[config.mk]
export PLATFORM = sky130hd
export DESIGN_NAME = mfi_retire_emitter_flat
export DESIGN_NICKNAME = d
export VERILOG_FILES = /design/src/rtl/mfi_pkg.sv /design/src/rtl/mfi_retire_emitter_if.sv /design/src/rtl/mfi_fifo.sv /design/src/rtl/mfi_retire_emitter.sv /design/src/flat_wrapper.sv
export SDC_FILE = /design/constraint.sdc
export NUM_CORES = 2
export LEC_CHECK = 0
export ABC_CLOCK_PERIOD_IN_PS = 14200
export CAP_MARGIN = 0
export CORE_MARGIN = 2
export CORE_UTILIZATION = 53
export CTS_CLUSTER_DIAMETER = 30
export DETAILED_ROUTE_END_ITERATION = 8
export PLACE_DENSITY = 0.77
export REMOVE_ABC_BUFFERS = 1
export SLEW_MARGIN = 20
export SYNTH_ARGS = -nofsm -noshare
export SYNTH_HDL_FRONTEND = slang
export SYNTH_SLANG_ARGS = --single-unit
export TNS_END_PERCENT = 50
[constraint.sdc]
create_clock -name clock -period 14.2 [get_ports clock]
set_input_delay 1.42 -clock clock [delete_from_list [all_inputs] [get_ports clock]]
set_output_delay 1.42 -clock clock [all_outputs]
set_load 0.05 [all_outputs]
[src/rtl/mfi_pkg.sv]
// Shared types and widths for the MFI retire emitter slice.
package mfi_pkg;

    localparam int ORDER_W = 64;
    localparam int INSN_W  = 32;
    localparam int XLEN    = 32;

    typedef struct packed {
        logic [ORDER_W-1:0] order;
        logic [INSN_W-1:0]  insn;
        logic [XLEN-1:0]    pc_rdata;
        logic [XLEN-1:0]    pc_wdata;
        logic               trap;
        logic               halt;
    } mfi_packet_t;

    // Assemble one packet from a retire slot and its assigned sequence number.
    function automatic mfi_packet_t mk_packet(
        input logic [ORDER_W-1:0] order,
        input logic [INSN_W-1:0]  insn,
        input logic [XLEN-1:0]    pc,
        input logic [XLEN-1:0]    next_pc,
        input logic               trap,
        input logic               halt
    );
        mfi_packet_t p;
        p.order    = order;
        p.insn     = insn;
        p.pc_rdata = pc;
        p.pc_wdata = next_pc;
        p.trap     = trap;
        p.halt     = halt;
        return p;
    endfunction

endpackage

[src/rtl/mfi_retire_emitter_if.sv]
// Retire-side handshake plus MFI packet port, bundled as one interface.
// slave = the emitter, master = whatever drives retirement and watches MFI.
interface mfi_retire_emitter_if;
    import mfi_pkg::*;

    logic [1:0]          ret_valid;
    logic [2*INSN_W-1:0] ret_insn;
    logic [2*XLEN-1:0]   ret_pc;
    logic [2*XLEN-1:0]   ret_next_pc;
    logic [1:0]          ret_trap;
    logic [1:0]          ret_halt;
    logic                ret_ready;

    logic                mfi_valid;
    logic [ORDER_W-1:0]  mfi_order;
    logic [INSN_W-1:0]   mfi_insn;
    logic [XLEN-1:0]     mfi_pc_rdata;
    logic [XLEN-1:0]     mfi_pc_wdata;
    logic                mfi_trap;
    logic                mfi_halt;

    modport slave (
        input  ret_valid, ret_insn, ret_pc, ret_next_pc, ret_trap, ret_halt,
        output ret_ready,
        output mfi_valid, mfi_order, mfi_insn, mfi_pc_rdata, mfi_pc_wdata,
               mfi_trap, mfi_halt
    );

    modport master (
        output ret_valid, ret_insn, ret_pc, ret_next_pc, ret_trap, ret_halt,
        input  ret_ready,
        input  mfi_valid, mfi_order, mfi_insn, mfi_pc_rdata, mfi_pc_wdata,
               mfi_trap, mfi_halt
    );

endinterface

[src/rtl/mfi_fifo.sv]
// Circular packet buffer: up to two pushes and one pop per cycle.
// Storage is not reset; only the pointers and occupancy are.
module mfi_fifo
    import mfi_pkg::*;
#(
    parameter int DEPTH = 4
) (
    input  logic                   clock,
    input  logic                   reset,
    input  logic [1:0]             push_cnt_i,
    input  mfi_packet_t            push0_i,
    input  mfi_packet_t            push1_i,
    input  logic                   pop_i,
    output mfi_packet_t            head_o,
    output logic                   empty_o,
    output logic [$clog2(DEPTH):0] free_o
);
    localparam int AW = $clog2(DEPTH);
    localparam int CW = AW + 1;

    mfi_packet_t   mem_q [DEPTH];
    logic [AW-1:0] wr_ptr_q, wr_ptr_d;
    logic [AW-1:0] rd_ptr_q, rd_ptr_d;
    logic [CW-1:0] count_q, count_d;
    logic          pop_eff;

    assign empty_o = (count_q == '0);
    assign free_o  = CW'(DEPTH) - count_q;
    assign head_o  = mem_q[rd_ptr_q];

    // Pointer and occupancy next-state; pointers wrap because DEPTH is a power of two.
    always_comb begin
        pop_eff  = pop_i && !empty_o;
        wr_ptr_d = wr_ptr_q + AW'(push_cnt_i);
        rd_ptr_d = rd_ptr_q + AW'(pop_eff);
        count_d  = count_q + CW'(push_cnt_i) - CW'(pop_eff);
    end

    // Control state registers.
    always_ff @(posedge clock) begin
        if (reset) begin
            wr_ptr_q <= '0;
            rd_ptr_q <= '0;
            count_q  <= '0;
        end else begin
            wr_ptr_q <= wr_ptr_d;
            rd_ptr_q <= rd_ptr_d;
            count_q  <= count_d;
        end
    end

    // Packet storage writes; slot order is preserved by writing push0 first.
    always_ff @(posedge clock) begin
        if (push_cnt_i != 2'd0) begin
            mem_q[wr_ptr_q] <= push0_i;
        end
        if (push_cnt_i == 2'd2) begin
            mem_q[wr_ptr_q + AW'(1)] <= push1_i;
        end
    end

endmodule

[src/rtl/mfi_retire_emitter.sv]
// Converts two-wide retire groups into a single-packet-per-cycle MFI stream
// with consecutive order numbers. An empty buffer lets slot 0 bypass
// straight into the output register so the first packet costs one cycle.
module mfi_retire_emitter
    import mfi_pkg::*;
#(
    parameter int DEPTH = 4
) (
    input  logic                clock,
    input  logic                reset,
    mfi_retire_emitter_if.slave bus
);
    localparam int CW = $clog2(DEPTH) + 1;

    logic               halted_q, halted_d;
    logic [ORDER_W-1:0] next_order_q, next_order_d;
    logic               out_valid_q, out_valid_d;
    mfi_packet_t        out_pkt_q, out_pkt_d;

    logic [CW-1:0]      fifo_free;
    logic               fifo_empty;
    mfi_packet_t        fifo_head;
    logic [1:0]         fifo_push_cnt;
    mfi_packet_t        fifo_push0, fifo_push1;
    logic               fifo_pop;

    logic               ready;
    logic               legal;
    logic               accept;
    logic               take1;
    mfi_packet_t        ent0, ent1;

    assign ready         = !halted_q && (fifo_free >= CW'(2));
    assign bus.ret_ready = ready;

    // Accept decision, order assignment, buffer/bypass routing and output selection.
    always_comb begin
        legal  = (bus.ret_valid == 2'b01) || (bus.ret_valid == 2'b11);
        accept = ready && legal;
        take1  = accept && bus.ret_valid[1] && !bus.ret_halt[0];

        ent0 = mk_packet(next_order_q, bus.ret_insn[31:0], bus.ret_pc[31:0],
                         bus.ret_next_pc[31:0], bus.ret_trap[0], bus.ret_halt[0]);
        ent1 = mk_packet(next_order_q + ORDER_W'(1), bus.ret_insn[63:32],
                         bus.ret_pc[63:32], bus.ret_next_pc[63:32],
                         bus.ret_trap[1], bus.ret_halt[1]);

        next_order_d = next_order_q + ORDER_W'(accept) + ORDER_W'(take1);
        halted_d     = halted_q || (accept && ent0.halt) || (take1 && ent1.halt);

        fifo_pop = !fifo_empty;
        if (fifo_empty) begin
            fifo_push_cnt = {1'b0, take1};
            fifo_push0    = ent1;
        end else begin
            fifo_push_cnt = {1'b0, accept} + {1'b0, take1};
            fifo_push0    = ent0;
        end
        fifo_push1 = ent1;

        out_valid_d = 1'b0;
        out_pkt_d   = '0;
        if (!fifo_empty) begin
            out_valid_d = 1'b1;
            out_pkt_d   = fifo_head;
        end else if (accept) begin
            out_valid_d = 1'b1;
            out_pkt_d   = ent0;
        end
    end

    // Sticky halt, sequence counter and registered MFI outputs.
    always_ff @(posedge clock) begin
        if (reset) begin
            halted_q     <= 1'b0;
            next_order_q <= '0;
            out_valid_q  <= 1'b0;
            out_pkt_q    <= '0;
        end else begin
            halted_q     <= halted_d;
            next_order_q <= next_order_d;
            out_valid_q  <= out_valid_d;
            out_pkt_q    <= out_pkt_d;
        end
    end

    mfi_fifo #(.DEPTH(DEPTH)) u_fifo (
        .clock      (clock),
        .reset      (reset),
        .push_cnt_i (fifo_push_cnt),
        .push0_i    (fifo_push0),
        .push1_i    (fifo_push1),
        .pop_i      (fifo_pop),
        .head_o     (fifo_head),
        .empty_o    (fifo_empty),
        .free_o     (fifo_free)
    );

    assign bus.mfi_valid    = out_valid_q;
    assign bus.mfi_order    = out_pkt_q.order;
    assign bus.mfi_insn     = out_pkt_q.insn;
    assign bus.mfi_pc_rdata = out_pkt_q.pc_rdata;
    assign bus.mfi_pc_wdata = out_pkt_q.pc_wdata;
    assign bus.mfi_trap     = out_pkt_q.trap;
    assign bus.mfi_halt     = out_pkt_q.halt;

endmodule

[src/flat_wrapper.sv]
// flat-port wrapper written by rule: the top's interface ports become plain ports
module mfi_retire_emitter_flat import mfi_pkg::*;
#(
    parameter int DEPTH = 4
)
  (clock, reset, bus_ret_valid, bus_ret_insn, bus_ret_pc, bus_ret_next_pc, bus_ret_trap, bus_ret_halt, bus_ret_ready, bus_mfi_valid, bus_mfi_order, bus_mfi_insn, bus_mfi_pc_rdata, bus_mfi_pc_wdata, bus_mfi_trap, bus_mfi_halt);
  mfi_retire_emitter_if bus_i ();
  input  logic clock;
  input  logic reset;
  input wire logic [$bits(bus_i.ret_valid)-1:0] bus_ret_valid;
  input wire logic [$bits(bus_i.ret_insn)-1:0] bus_ret_insn;
  input wire logic [$bits(bus_i.ret_pc)-1:0] bus_ret_pc;
  input wire logic [$bits(bus_i.ret_next_pc)-1:0] bus_ret_next_pc;
  input wire logic [$bits(bus_i.ret_trap)-1:0] bus_ret_trap;
  input wire logic [$bits(bus_i.ret_halt)-1:0] bus_ret_halt;
  output wire logic [$bits(bus_i.ret_ready)-1:0] bus_ret_ready;
  output wire logic [$bits(bus_i.mfi_valid)-1:0] bus_mfi_valid;
  output wire logic [$bits(bus_i.mfi_order)-1:0] bus_mfi_order;
  output wire logic [$bits(bus_i.mfi_insn)-1:0] bus_mfi_insn;
  output wire logic [$bits(bus_i.mfi_pc_rdata)-1:0] bus_mfi_pc_rdata;
  output wire logic [$bits(bus_i.mfi_pc_wdata)-1:0] bus_mfi_pc_wdata;
  output wire logic [$bits(bus_i.mfi_trap)-1:0] bus_mfi_trap;
  output wire logic [$bits(bus_i.mfi_halt)-1:0] bus_mfi_halt;
  assign bus_i.ret_valid = bus_ret_valid;
  assign bus_i.ret_insn = bus_ret_insn;
  assign bus_i.ret_pc = bus_ret_pc;
  assign bus_i.ret_next_pc = bus_ret_next_pc;
  assign bus_i.ret_trap = bus_ret_trap;
  assign bus_i.ret_halt = bus_ret_halt;
  assign bus_ret_ready = bus_i.ret_ready;
  assign bus_mfi_valid = bus_i.mfi_valid;
  assign bus_mfi_order = bus_i.mfi_order;
  assign bus_mfi_insn = bus_i.mfi_insn;
  assign bus_mfi_pc_rdata = bus_i.mfi_pc_rdata;
  assign bus_mfi_pc_wdata = bus_i.mfi_pc_wdata;
  assign bus_mfi_trap = bus_i.mfi_trap;
  assign bus_mfi_halt = bus_i.mfi_halt;
  mfi_retire_emitter #(.DEPTH(DEPTH)) u_core (.clock(clock), .reset(reset), .bus(bus_i));
endmodule
==> impl_metrics.env <==
export IMPL_drt_total_wl_um=122800
export IMPL_arrival_ps=6130
export IMPL_dr_first_iter_drc_count=3749
export IMPL_fin_crit_sh=0.4076
export IMPL_reg2reg_depth=15
export IMPL_dieWidth_um=284.6
export IMPL_power_density_mw_per_mm2=236.0
export IMPL_hp_class="reg2reg"
export IMPL_drc=0
export IMPL_synth_edff_count=648
export IMPL_r2r_end="u_core.u_fifo.mem_q[3][114]"
export IMPL_path_max_fanout=47
export IMPL_coreArea_mm2=0.07772
export IMPL_skew_ps=39.68
export IMPL_synth_cells=3969
export IMPL_worstPathRequired_ps=14540
export IMPL_hp_start="u_core.halted_q"
export IMPL_slowest_delay_ps=860
export IMPL_clockBufferDepth=3
export IMPL_syn_avg_cell_area_um2=10.51
export IMPL_crit_path_end_kind="register"
export IMPL_grt_first_pass_wirelength_um=188000
export IMPL_pin_count=364
export IMPL_gr_total_overflow=0
export IMPL_rows=102
export IMPL_crit_path_start_kind="primary input"
export IMPL_clk_root_buffer_cell="clkbuf_16"
export IMPL_finalInstanceArea_mm2=0.05185
export IMPL_crit_path_cell_trace="clkdlybuf4s50_1, nor3b_1, buf_4, and3b_1, ha_1, nor2b_1, a21oi_1, nor2_1, a31oi_1, nor2_4, buf_4, buf_4"
export IMPL_tns_ps=0
export IMPL_cts_hold_buffers_added=0
export IMPL_ys_ff_latch=883
export IMPL_final_nets=4471
export IMPL_clock_latency_ps=750
export IMPL_fill_cells=5421
export IMPL_dieArea_mm2=0.08098
export IMPL_h_tree_depth=4
export IMPL_post_cts_repair_setup_buffers=0
export IMPL_fin_util=0.6671
export IMPL_start_util=0.5368
export IMPL_whs_ps=494.7
export IMPL_slew_headroom=0.2272
export IMPL_min_path_cells=2
export IMPL_critical_path_top_delay_family="buffers and inverters"
export IMPL_clk_pin_slew_ps=40
export IMPL_synthFlopType="edfxtp_1"
export IMPL_ys_types=63
export IMPL_p_leak_uw=0.01965
export IMPL_period_minus_slack_ps=5787
export IMPL_async_reset_ff_frac=0
export IMPL_cpMostUsedCell="buf_4"
export IMPL_stdcell_count=5455
export IMPL_wl_met2_um=59990
export IMPL_wl_met1_um=44700
export IMPL_io_buffers=363
export IMPL_cts_buffers=172
export IMPL_critPathKind="in2reg"
export IMPL_ant_nets=0
export IMPL_grt_max_degree=133
export IMPL_yosysSeqAreaShare=0.5792
export IMPL_wl_per_cell_um=22.51
export IMPL_syn_area_mm2=0.04172
export IMPL_drive_gt1_frac=0.1192
export IMPL_area_growth_synth_to_final_pct=24.27
export IMPL_fmax_mhz=172.8
export IMPL_wl_met3_um=12450
export IMPL_r2r_slack_ps=8520
export IMPL_via_per_inst=5.917
export IMPL_highest_layer="met5"
export IMPL_dp_cells=5125
export IMPL_outcome="finished clean"
export IMPL_grt_pass1_vias=32790
export IMPL_rsz0062_at_grt="false"
export IMPL_cts_tree="built"
export IMPL_die_h_um=284.6
export IMPL_worst_slew_pin_slew_ps=1159
export IMPL_synth_warning_count=0
export IMPL_reg2reg_from="u_core.u_fifo.count_q[0]"
export IMPL_grt_util_all_layers=0.3012
export IMPL_via_count=32280
export IMPL_cts_sinks=883
export IMPL_gp_congestion=0.9113
export IMPL_hold_viol_final=0
export IMPL_slowest_stage="nor2_4"
export IMPL_cts_resized_gates=0
export IMPL_maxCapViolCount=0
export IMPL_dpl_instance_area_mm2=0.04593
export IMPL_min_to="u_core.halted_q"
export IMPL_path_buf_inv=4
export IMPL_antenna_found_initial=13
export IMPL_irDropWorstVdd_mv=0.1905
export IMPL_first_pass_iters=6
export IMPL_place_hpwl_um=68730
export IMPL_final_max_slew_viol_count=0
export IMPL_setup_viol=0
-- cells by family after synthesis --
logic type	count (synthesis)	share of synthesized area
AND/OR/NAND/NOR	2096	0.2084
flip-flops	883	0.5792
buffers and inverters	301	0.03137
XOR/XNOR	296	0.06214
AO/OA/AOI/OAI	217	0.02699
multiplexers	164	0.08799
adder cells (fa/ha/maj)	12	0.003959
-- routing by layer --
metal | track usage | vias to the layer above
met3 | 0.06372 | 416
met4 | 0.1461 | 18
met5 | 0 | -
met1 | 0.3743 | 15510
li1 | - | 14230
met2 | 0.5026 | 2111
-- cell type report --
class                   count  area, µm²  share of cell area
diodes                      4      10.01           0.0001931
clock buffers             225       4740             0.09142
clock inverters           101       1170             0.02256
inverters                  11      46.29           0.0008929
multi-input cells        2785      16430              0.3169
flip-flops and latches    883      24170              0.4662
well taps                1040       1301             0.02510
repair buffers            406       3976             0.07669
-- stage by stage --
stage / setup WS (ps) / power (µW)
CTS: 8477 / 12230
global route: 8106 / 12680
floorplan: -2639 / 7045
detailed placement: 7725 / 8154
global placement: 7730 / 8060
finish: 8413 / 12240
-- how the worst max path moves through the flow --
stage	from	to	slack, ps	cells past startpoint
after floorplan	u_core.u_fifo.count_q[1]	u_core.u_fifo.mem_q[0][0]	-2640	5
after global placement	bus_ret_valid[0]	u_core.u_fifo.mem_q[3][95]	7730	12
after detailed placement	bus_ret_valid[0]	u_core.u_fifo.mem_q[3][95]	7730	12
after CTS	bus_ret_valid[0]	u_core.u_fifo.mem_q[3][51]	8480	12
after global routing	bus_ret_valid[0]	u_core.u_fifo.mem_q[3][113]	8110	12
final	bus_ret_valid[0]	u_core.u_fifo.mem_q[3][114]	8410	12
-- flip-flops by register name (all words and copies together), names as in the netlist --
register	count
u_core.u_fifo.count_q	3
u_core.u_fifo.mem_q	648
u_core.bus.mfi_valid	1
u_core.bus.mfi_insn	32
u_core.halted_q	1
u_core.u_fifo.rd_ptr_q	2
u_core.bus.mfi_order	64
u_core.bus.mfi_halt	1
u_core.u_fifo.wr_ptr_q	2
u_core.bus.mfi_pc_rdata	32
u_core.bus.mfi_pc_wdata	32
u_core.next_order_q	64
u_core.bus.mfi_trap	1
-- layout by cell type (no fill, tap or decap), drive strengths merged, types with 11 or more instances in the layout --
| cell type | n |
|---|---|
| or3 | 17 |
| mux4 | 162 |
| xor2 | 142 |
| o21ai | 17 |
| dfxtp | 235 |
| clkdlybuf4s50 | 362 |
| clkinv | 60 |
| buf | 44 |
| bufinv | 15 |
| and3 | 11 |
| nand2 | 1634 |
| nor3 | 53 |
| xnor2 | 154 |
| clkinvlp | 15 |
| nand3 | 63 |
| inv | 22 |
| nor4 | 32 |
| edfxtp | 648 |
| a21oi | 184 |
| clkbuf | 225 |
| nor2 | 160 |
| nand4 | 71 |
-- worst register-to-register path, delay by kind of cell (launching register included) --
kind                       cells  cell delay [ps]
AOI/OAI and AO/OA              2              190
DFF                            1              340
adders and majority gates      3              850
buffers and inverters          4             1730
and+or+nand+nor                6             2130
-- report_power, final --
group,switching (µW),internal (µW)
combinational,3050,1350
sequential,226,3550
clock,1410,2640
total,4680,7550
-- synthesized netlist by cell type (all sizes together) (2+ instances only) --
master / count / share of area
clkinv: 3 / 0.00027
and3b: 2 / 0.00042
o21ai: 17 / 0.0020
nor3: 53 / 0.0066
or3: 17 / 0.0027
fa: 2 / 0.00096
nor4b: 5 / 0.0012
and3: 11 / 0.0017
a31o: 2 / 0.00042
nand3b: 2 / 0.00036
and4: 7 / 0.0015
o31ai: 3 / 0.00054
clkbuf: 179 / 0.016
a21oi: 184 / 0.022
nor3b: 4 / 0.00072
dfxtp: 235 / 0.11
ha: 10 / 0.0030
o32ai: 2 / 0.00042
xor2: 142 / 0.030
mux4: 162 / 0.087
nor2b: 9 / 0.0013
edfxtp: 648 / 0.47
nand4b: 4 / 0.00084
nor2: 160 / 0.014
a21o: 3 / 0.00054
nand2: 1634 / 0.15
a31oi: 3 / 0.00045
nand3: 63 / 0.0077
nor4: 32 / 0.0064
or2: 6 / 0.00090
or4: 7 / 0.0013
and2: 5 / 0.00075
nand4: 71 / 0.012
xnor2: 154 / 0.032
inv: 8 / 0.00072
mux2: 2 / 0.00054
buf: 110 / 0.014
Power figures use the tool's default switching activity.
